**config.mk**
```make
export PLATFORM = sky130hd
export DESIGN_NAME = pll_reset_seq_flat
export DESIGN_NICKNAME = d
export VERILOG_FILES = /design/src/rtl/pll_reset_seq_if.sv /design/src/rtl/pll_reset_seq.sv /design/src/flat_wrapper.sv
export SDC_FILE = /design/constraint.sdc
export NUM_CORES = 1
export LEC_CHECK = 0
export CORE_MARGIN = 2
export CORE_UTILIZATION = 43
export DETAILED_ROUTE_END_ITERATION = 8
export GPL_TIMING_DRIVEN = 0
export PLACE_DENSITY = 0.73
export SLEW_MARGIN = 40
export SYNTH_ARGS = -nofsm -noshare
export SYNTH_HDL_FRONTEND = slang
export SYNTH_SLANG_ARGS = --single-unit
```
**constraint.sdc**
```tcl
create_clock -name CLK -period 3 [get_ports CLK]
set_input_delay 0.3 -clock CLK [delete_from_list [all_inputs] [get_ports CLK]]
set_output_delay 0.3 -clock CLK [all_outputs]
set_load 0.01 [all_outputs]
```
**src/rtl/pll_reset_seq_if.sv**
```systemverilog
// pll_reset_seq_if: lock input, flag clear and reset/tick outputs of the PLL reset sequencer
interface pll_reset_seq_if;
    logic       PLL_LOCK;
    logic       CLR_FLAG;
    logic       SYS_RESET;
    logic       READY;
    logic       TICK_US;
    logic       TICK_MS;
    logic       LOCK_LOST;
    logic [7:0] LOSS_COUNT;
    modport master (
        output PLL_LOCK, CLR_FLAG,
        input  SYS_RESET, READY, TICK_US, TICK_MS, LOCK_LOST, LOSS_COUNT
    );
    modport slave (
        input  PLL_LOCK, CLR_FLAG,
        output SYS_RESET, READY, TICK_US, TICK_MS, LOCK_LOST, LOSS_COUNT
    );
endinterface

```
**src/rtl/pll_reset_seq.sv**
```systemverilog
// pll_reset_seq: qualifies PLL lock, sequences system reset release, makes 1 us / 1 ms ticks, logs lock loss
module pll_reset_seq #(
    parameter int CLK_HZ             = 50_000_000,
    parameter int LOCK_STABLE_CYCLES = 1024,
    parameter int HOLD_CYCLES        = 16,
    parameter int SYNC_STAGES        = 2
) (
    input logic            CLK,
    input logic            RESET,
    pll_reset_seq_if.slave bus
);
    localparam int US_DIV  = CLK_HZ / 1_000_000;
    localparam int US_W    = $clog2(US_DIV);
    localparam int CNT_MAX = (LOCK_STABLE_CYCLES > HOLD_CYCLES) ? LOCK_STABLE_CYCLES : HOLD_CYCLES;
    localparam int CNT_W   = (CNT_MAX > 1) ? $clog2(CNT_MAX) : 1;
    generate
        if (CLK_HZ % 1_000_000 != 0 || CLK_HZ < 2_000_000 || LOCK_STABLE_CYCLES < 1 ||
            HOLD_CYCLES < 1 || SYNC_STAGES < 2) begin : g_bad_param
            $error("pll_reset_seq: CLK_HZ must be a multiple of 1 MHz and >= 2 MHz; cycle counts >= 1; SYNC_STAGES >= 2");
        end
    endgenerate
    typedef enum logic [1:0] {WAIT_LOCK, STABLE, HOLD, RUN} state_t;
    state_t                 state_q, state_d;
    logic [SYNC_STAGES-1:0] sync_q, sync_d;
    logic [CNT_W-1:0]       cnt_q, cnt_d;
    logic [US_W-1:0]        us_q, us_d;
    logic [9:0]             ms_q, ms_d;
    logic                   lost_q, lost_d;
    logic [7:0]             loss_q, loss_d;
    logic                   lock_s, stay_run, run_loss, tick_us, tick_ms;
    assign lock_s = sync_q[SYNC_STAGES-1];
    always_ff @(posedge CLK) begin
        if (RESET) begin
            state_q <= WAIT_LOCK;
            sync_q  <= '0;
            cnt_q   <= '0;
            us_q    <= '0;
            ms_q    <= '0;
            lost_q  <= 1'b0;
            loss_q  <= '0;
        end else begin
            state_q <= state_d;
            sync_q  <= sync_d;
            cnt_q   <= cnt_d;
            us_q    <= us_d;
            ms_q    <= ms_d;
            lost_q  <= lost_d;
            loss_q  <= loss_d;
        end
    end
    // Any drop of the synced lock restarts qualification from WAIT_LOCK
    always_comb begin
        state_d = state_q;
        cnt_d   = '0;
        case (state_q)
            WAIT_LOCK: state_d = lock_s ? STABLE : WAIT_LOCK;
            STABLE:
                if (!lock_s) state_d = WAIT_LOCK;
                else if (cnt_q == CNT_W'(LOCK_STABLE_CYCLES - 1)) state_d = HOLD;
                else cnt_d = cnt_q + CNT_W'(1);
            HOLD:
                if (!lock_s) state_d = WAIT_LOCK;
                else if (cnt_q == CNT_W'(HOLD_CYCLES - 1)) state_d = RUN;
                else cnt_d = cnt_q + CNT_W'(1);
            RUN:       state_d = lock_s ? RUN : WAIT_LOCK;
        endcase
    end
    // Tick counters only advance while RUN persists, so they read 0 in every non-RUN cycle
    always_comb begin
        sync_d   = {sync_q[SYNC_STAGES-2:0], bus.PLL_LOCK};
        stay_run = state_q == RUN && lock_s;
        run_loss = state_q == RUN && !lock_s;
        tick_us  = state_q == RUN && us_q == US_W'(US_DIV - 1);
        tick_ms  = tick_us && ms_q == 10'd999;
        us_d     = (stay_run && !tick_us) ? us_q + US_W'(1) : '0;
        ms_d     = !stay_run ? '0 : tick_ms ? '0 : tick_us ? ms_q + 10'd1 : ms_q;
        lost_d   = run_loss | (lost_q & ~bus.CLR_FLAG);
        loss_d   = (run_loss && loss_q != 8'hFF) ? loss_q + 8'd1 : loss_q;
    end
    always_comb begin
        bus.SYS_RESET  = state_q != RUN;
        bus.READY      = state_q == RUN;
        bus.TICK_US    = tick_us;
        bus.TICK_MS    = tick_ms;
        bus.LOCK_LOST  = lost_q;
        bus.LOSS_COUNT = loss_q;
    end
endmodule

```
**src/flat_wrapper.sv**
```systemverilog
// flat-port wrapper written by rule: the top's interface ports become plain ports
module pll_reset_seq_flat 
#(
    parameter int CLK_HZ             = 50_000_000,
    parameter int LOCK_STABLE_CYCLES = 1024,
    parameter int HOLD_CYCLES        = 16,
    parameter int SYNC_STAGES        = 2
)
  (CLK, RESET, bus_PLL_LOCK, bus_CLR_FLAG, bus_SYS_RESET, bus_READY, bus_TICK_US, bus_TICK_MS, bus_LOCK_LOST, bus_LOSS_COUNT);
  pll_reset_seq_if bus_i ();
  input logic CLK;
  input logic RESET;
  input wire logic [$bits(bus_i.PLL_LOCK)-1:0] bus_PLL_LOCK;
  input wire logic [$bits(bus_i.CLR_FLAG)-1:0] bus_CLR_FLAG;
  output wire logic [$bits(bus_i.SYS_RESET)-1:0] bus_SYS_RESET;
  output wire logic [$bits(bus_i.READY)-1:0] bus_READY;
  output wire logic [$bits(bus_i.TICK_US)-1:0] bus_TICK_US;
  output wire logic [$bits(bus_i.TICK_MS)-1:0] bus_TICK_MS;
  output wire logic [$bits(bus_i.LOCK_LOST)-1:0] bus_LOCK_LOST;
  output wire logic [$bits(bus_i.LOSS_COUNT)-1:0] bus_LOSS_COUNT;
  assign bus_i.PLL_LOCK = bus_PLL_LOCK;
  assign bus_i.CLR_FLAG = bus_CLR_FLAG;
  assign bus_SYS_RESET = bus_i.SYS_RESET;
  assign bus_READY = bus_i.READY;
  assign bus_TICK_US = bus_i.TICK_US;
  assign bus_TICK_MS = bus_i.TICK_MS;
  assign bus_LOCK_LOST = bus_i.LOCK_LOST;
  assign bus_LOSS_COUNT = bus_i.LOSS_COUNT;
  pll_reset_seq #(.CLK_HZ(CLK_HZ), .LOCK_STABLE_CYCLES(LOCK_STABLE_CYCLES), .HOLD_CYCLES(HOLD_CYCLES), .SYNC_STAGES(SYNC_STAGES)) u_core (.CLK(CLK), .RESET(RESET), .bus(bus_i));
endmodule
```
After elaboration in Yosys (flattened, before gate mapping)
Index checks and enable logic that the tools add are counted.
{ "word_totals": {"reg_bits": 39, "latchBits": 0, "ram_bits": 0, "mem_bits_ro": 0, "inputBits": 4, "out_inout_bits": 13, "wordCells": 51, "n_memories": 0} }
{ "op_classes": {"addsub": 4, "mul": 0, "div_mod_pow": 0, "n_lt_le_gt_ge": 0, "n_eq_ne": 11, "n_shift": 0, "muxes": 12, "bitwise": 5, "reduce_logical": 12} }
{ "ops": {"columns": ["op", "n"], "rows": [
  ["10-bit 2-to-1 mux", 4],
  ["10-bit by 1-bit adder with 10-bit output, second input constant", 2],
  ["10-bit equality test, second input constant", 2],
  ["10-bit one-hot mux with 2 select lines", 1],
  ["10-bit by 4-bit equality test with 1-bit output, second input constant", 1],
  ["2-bit 2-to-1 mux", 5],
  ["8-bit by 1-bit adder with 8-bit output, second input constant", 1],
  ["8-bit != test, second input constant", 1],
  ["2-bit one-hot mux with 4 select lines", 1],
  ["6-bit by 1-bit adder with 6-bit output, second input constant", 1],
  ["6-bit equality test, second input constant", 1],
  ["1-bit logical AND", 6],
  ["3-bit != test, second input constant", 2],
  ["2-bit equality test, second input constant", 2],
  ["1-bit NOT", 3],
  ["3-bit OR reduction", 1],
  ["2-bit by 1-bit equality test with 1-bit output, second input constant", 1],
  ["1-bit zero test", 2],
  ["2-bit zero test", 1],
  ["2-bit != test, second input constant", 1],
  ["2-bit AND reduction", 1],
  ["2-bit OR reduction", 1],
  ["1-bit AND", 1],
  ["1-bit 2-to-1 mux", 1],
  ["1-bit bitwise OR", 1]
]} }

Longest topological paths before layout
Gate-level depths: netlist (run 1).
{ "depth": {"depth_word": 6, "depth_mapped": 7, "depth_no_buf": 6} }

Least setup slack after synthesis (run 1)
OpenSTA, ideal clock, no wires.
{ "synth_path": {"path_type": "reg-to-reg", "startpoint": "register u_core.state_q[0]", "endpoint": "register u_core.ms_q[7]", "setup_ps": 71, "t_arrival_ps": 1880, "required_time_ps": 2929, "path_slack_ps": 1048, "path_stages_with_launch": 7, "n_path_buf": 1, "period_less_slack_ps": 1952, "path_cell_list": "dfxtp_1 > ha_1 > inv_2 > or3_1 > buf_2 > or4_1 > a21oi_1"} }
{ "synth_via": {"elab_chain_len": 4, "word_cells_on_any_way": 6, "cone_classes": "eq/ne (1); bitwise (1); reduce/logical (4)"} }
{ "synth_lines": {"columns": ["element", "line", "source"], "rows": [
  ["start, declared", "pll_reset_seq.sv:23", "state_t state_q, state_d;"],
  ["start signal, assigned", "pll_reset_seq.sv:42", "state_q <= state_d;"],
  ["2-bit equality test *", null, null],
  ["via bus_READY", "flat_wrapper.sv:16", "output wire logic [$bits(bus_i.READY)-1:0] bus_READY;"],
  ["1-bit logical AND, on equally long branches", "pll_reset_seq.sv:73, pll_reset_seq.sv:71", null],
  ["1-bit logical AND or 1-bit NOT (tied branches)", null, null],
  ["3-bit OR reduction (no line)", null, null],
  ["end signal, assigned", "pll_reset_seq.sv:46", "ms_q <= ms_d;"],
  ["end, declared", "pll_reset_seq.sv:27", "logic [9:0] ms_q, ms_d;"]
]} }
The timed path passes the listed nets; every way through them passes the cells marked *.
A chain may end at the register's enable or synchronous reset.

Final worst setup path (run 1)
{ "layout_path": {"startpoint": "register u_core.state_q[1]", "endpoint": "output bus_TICK_MS"} }
{ "layout_via": {"elab_chain_len": 3} }
{ "layout_lines": {"columns": ["element", "line", "source"], "rows": [
  ["2-bit equality test", "pll_reset_seq.sv:73", "tick_us = state_q == RUN && us_q == US_W'(US_DIV - 1);"],
  ["1-bit logical AND", "pll_reset_seq.sv:73", null],
  ["1-bit logical AND", "pll_reset_seq.sv:74", "tick_ms = tick_us && ms_q == 10'd999;"],
  ["end, declared", "flat_wrapper.sv:18", "output wire logic [$bits(bus_i.TICK_MS)-1:0] bus_TICK_MS;"]
]} }
Every way passes these cells.

==> results.sh, run 1 <==
export IMPL_run_status="finished, final reports clean"
export IMPL_dr_first_iter_drc_count=108
export IMPL_post_synth_instance_area_mm2=0.001824
export IMPL_syn_num_nets=216
export IMPL_leading_cell_type_in_the_layout_fill_and_taps_excluded="dfxtp_1"
export IMPL_synth_top_area_share_pct=42.80
export IMPL_post_synth_inst_count=203
export IMPL_fin_hold_ws_ns=0.4459
export IMPL_grt_max_degree=14
export IMPL_tightestPinTransition_ns=0.5540
export IMPL_critical_path_cell_chain="ha_1 > and4b_1 > nand2_1 > nor3_1 > clkdlybuf4s50_1"
export IMPL_timing_clock_skew_ns=0.006236
export IMPL_reg2reg_depth=6
export IMPL_grt_antenna_before_repair=0
export IMPL_cts_sinks=39
export IMPL_area_of_the_die_mm2=0.004780
export IMPL_totalNegativeSetupSlack_ns=0
export IMPL_finalMaxSlewViolations=0
export IMPL_cts_max_path_buffers=2
export IMPL_via_count_of_the_routed_design=1449
export IMPL_path_max_fanout=8
export IMPL_postRouteAntennaNets=0
export IMPL_finalSetupViolCount=0
export IMPL_detail_routed_net_length_per_standard_cell_um=11.70
export IMPL_gp_congestion=0.7997
export IMPL_cts_buffers=5
export IMPL_synthToLayoutAreaGrowth_pct=19.96
export IMPL_crit_path_top_delay_cell="clkdlybuf4s50_1"
export IMPL_critPathKind="flip-flop to primary output"
export IMPL_total_leakage_power_nw=0.7389
export IMPL_holdPathStages=1
export IMPL_cp_slowest_stage_delay_ns=0.57
export IMPL_cts_htree_levels=2
export IMPL_clk_pin_slew_worst_paths_ns=0.07
export IMPL_instances_no_fill=277
export IMPL_yosys_warnings=0
export IMPL_drt_vias_per_instance=5.231
export IMPL_floorplan_rows=23
export IMPL_drive_above_1_share_pct=7.930
export IMPL_period_needed_ns=2.610
export IMPL_power_per_cell_area_mw_per_mm2=482.2
export IMPL_cts_root_buf="clkbuf_8"
export IMPL_synth_largest_area_cell="dfxtp_1"
export IMPL_vdd_drop_max_uv=345.0
export IMPL_drv_cap=0
export IMPL_crit_required_ns=2.70
export IMPL_crit_path_start_kind="flip-flop"
export IMPL_synth_distinct_cells=39
export IMPL_fp_dieH_um=69.14
export IMPL_ys_dominant_reg_cell="dfxtp_1"
export IMPL_synth_ff_latch_count=39
export IMPL_ys_top_cells_by_area="dfxtp_1, ha_1, nor2_1"
export IMPL_hpwlAfterDp_um=2283
export IMPL_final_period_utilization_pct=86.98
export IMPL_maxClockFrequency_ghz=0.3832
export IMPL_synth_edf_count=0
export IMPL_io_buffers=16
export IMPL_first_pass_iters=4
export IMPL_syn_mean_instance_area_um2=8.986
export IMPL_postCtsSetupBuffers=0
export IMPL_layout_cells_most_common_list="dfxtp_1, nor2_1, clkdlybuf4s50_1"
export IMPL_critical_path_arrival_ns=2.31
export IMPL_worstHoldPathType="flip-flop to flip-flop"
export IMPL_timing_reg2reg_setup_slack_ns=0.93
export IMPL_timing_hold_violations_final=0
export IMPL_crit_path_end_kind="primary output"
export IMPL_antenna_cells_inserted=0
export IMPL_max_slew_margin_pct=62.84
export IMPL_numPlacedInstances=269
export IMPL_core_region_area_mm2=0.004029
export IMPL_seq_area_frac_synth_pct=42.80
export IMPL_die_x_um=69.14
export IMPL_aggregate_global_route_resource_usage_pct=14.76
export IMPL_gr_total_overflow=0
export IMPL_clock_latency_ns=0.30
export IMPL_initial_utilization_pct=45.28
export IMPL_remaining_drc_errors=0
export IMPL_fin_nets=239
export IMPL_floorplan_io_pins=17
export IMPL_cts_hold_fix_buffers=0
export IMPL_grt_pass1_vias=1288
export IMPL_route_final_wire_length_um=3242
export IMPL_unrepaired_setup_endpoints_after_global_routing="false"
export IMPL_tritoncts="built"
export IMPL_cts_repair_resize_count=0
export IMPL_grt_first_pass_wirelength_um=5747
export IMPL_synthArstFlopShare_pct=0
logic make-up (layout without fill, tap and decap cells):
| logic type | Yosys count | in the layout | synth area share [%] |
|---|---|---|---|
| buf+inv | 11 | 35 | 2.332 |
| fa+ha+maj | 9 | 9 | 6.173 |
| compound gates | 31 | 31 | 11.73 |
| simple gates | 91 | 91 | 26.27 |
| mux | 2 | 2 | 1.097 |
| flops | 39 | 39 | 42.80 |
| xor+xnor | 20 | 20 | 9.602 |
per-stage QoR:
stage	worst slack [ns]	area, um2	total power (W)	util [%]
2_1_floorplan	1.048	1824	0.0005376	-
3_3_place_gp	0.8099	2047	0.0005443	50.81
3_5_place_dp	0.7594	2052	0.0005446	50.93
4_1_cts	0.3844	2188	0.001071	54.32
5_1_grt	0.2035	2188	0.001089	54.32
6_report	0.3905	2188	0.001055	54.32
flip-flops by register name, indices dropped and copies added (netlist names):
signal                 flops
u_core.bus.LOCK_LOST       1
u_core.bus.LOSS_COUNT      8
u_core.cnt_q              10
u_core.ms_q               10
u_core.state_q             2
u_core.sync_q              2
u_core.us_q                6
critical path, delay by kind of cell, from the launching register on:
| kind | cells | cell delay, ns |
|---|---|---|
| adders and majority gates | 1 | 0.35 |
| buffers and inverters | 1 | 0.57 |
| DFF | 1 | 0.39 |
| and+or+nand+nor | 3 | 0.70 |
per-layer routing:
| layer | routed length (um) | global-route usage, % |
|---|---|---|
| met2 | 1508 | 22.65 |
| met4 | 45 | 4.575 |
| met5 | 0 | 0 |
| met3 | 120 | 5.994 |
| met1 | 1567 | 18.99 |
final timing paths:
path                                                      from                          end
worst min-delay path               u_core.sync_q[0]$_SDFF_PP0_  u_core.sync_q[1]$_SDFF_PP0_
worst max-delay path            u_core.state_q[1]$_SDFFE_PP0P_                  bus_TICK_MS
worst max register to register  u_core.state_q[1]$_SDFFE_PP0P_  u_core.ms_q[7]$_SDFFE_PP0P_
worst min register to register     u_core.sync_q[0]$_SDFF_PP0_  u_core.sync_q[1]$_SDFF_PP0_
cell usage after synthesis, drive strengths merged (3+ instances only):
| library cell | n |
|---|---|
| o31ai | 6 |
| nand3 | 7 |
| xor2 | 12 |
| a21oi | 12 |
| nand2 | 12 |
| dfxtp | 39 |
| inv | 8 |
| or2 | 3 |
| nand2b | 3 |
| or3 | 6 |
| xnor2 | 8 |
| or4 | 5 |
| nor2 | 30 |
| ha | 9 |
| nor2b | 3 |
| o21ai | 6 |
| nand4 | 7 |
| and3 | 4 |
layout make-up:
class,count,area [um2]
fillers,385,1841
multi-input cells,153,1006
flip-flops and latches,39,780.7
repair buffers,16,160.2
clock buffers,5,68.82
clock inverters,3,67.56
well taps,50,62.56
inverters,8,30.03
plain buffers,3,12.51
report_power, final:
| group | total [W] | internal (W) | switching [W] |
|---|---|---|---|
| Combinational | 0.0000118 | 0.00000634 | 0.00000545 |
| Sequential | 0.000520 | 0.000519 | 0.00000153 |
| Clock | 0.000523 | 0.000332 | 0.000192 |
(Power assumes the default switching activity.)
==> inputs of run 2 (changes only) <==
Settings changed: ABC_CLOCK_PERIOD_IN_PS set to 3000.
==> results of run 2 <==
No change in the layout: final DEF, timing and power equal those of run 1.
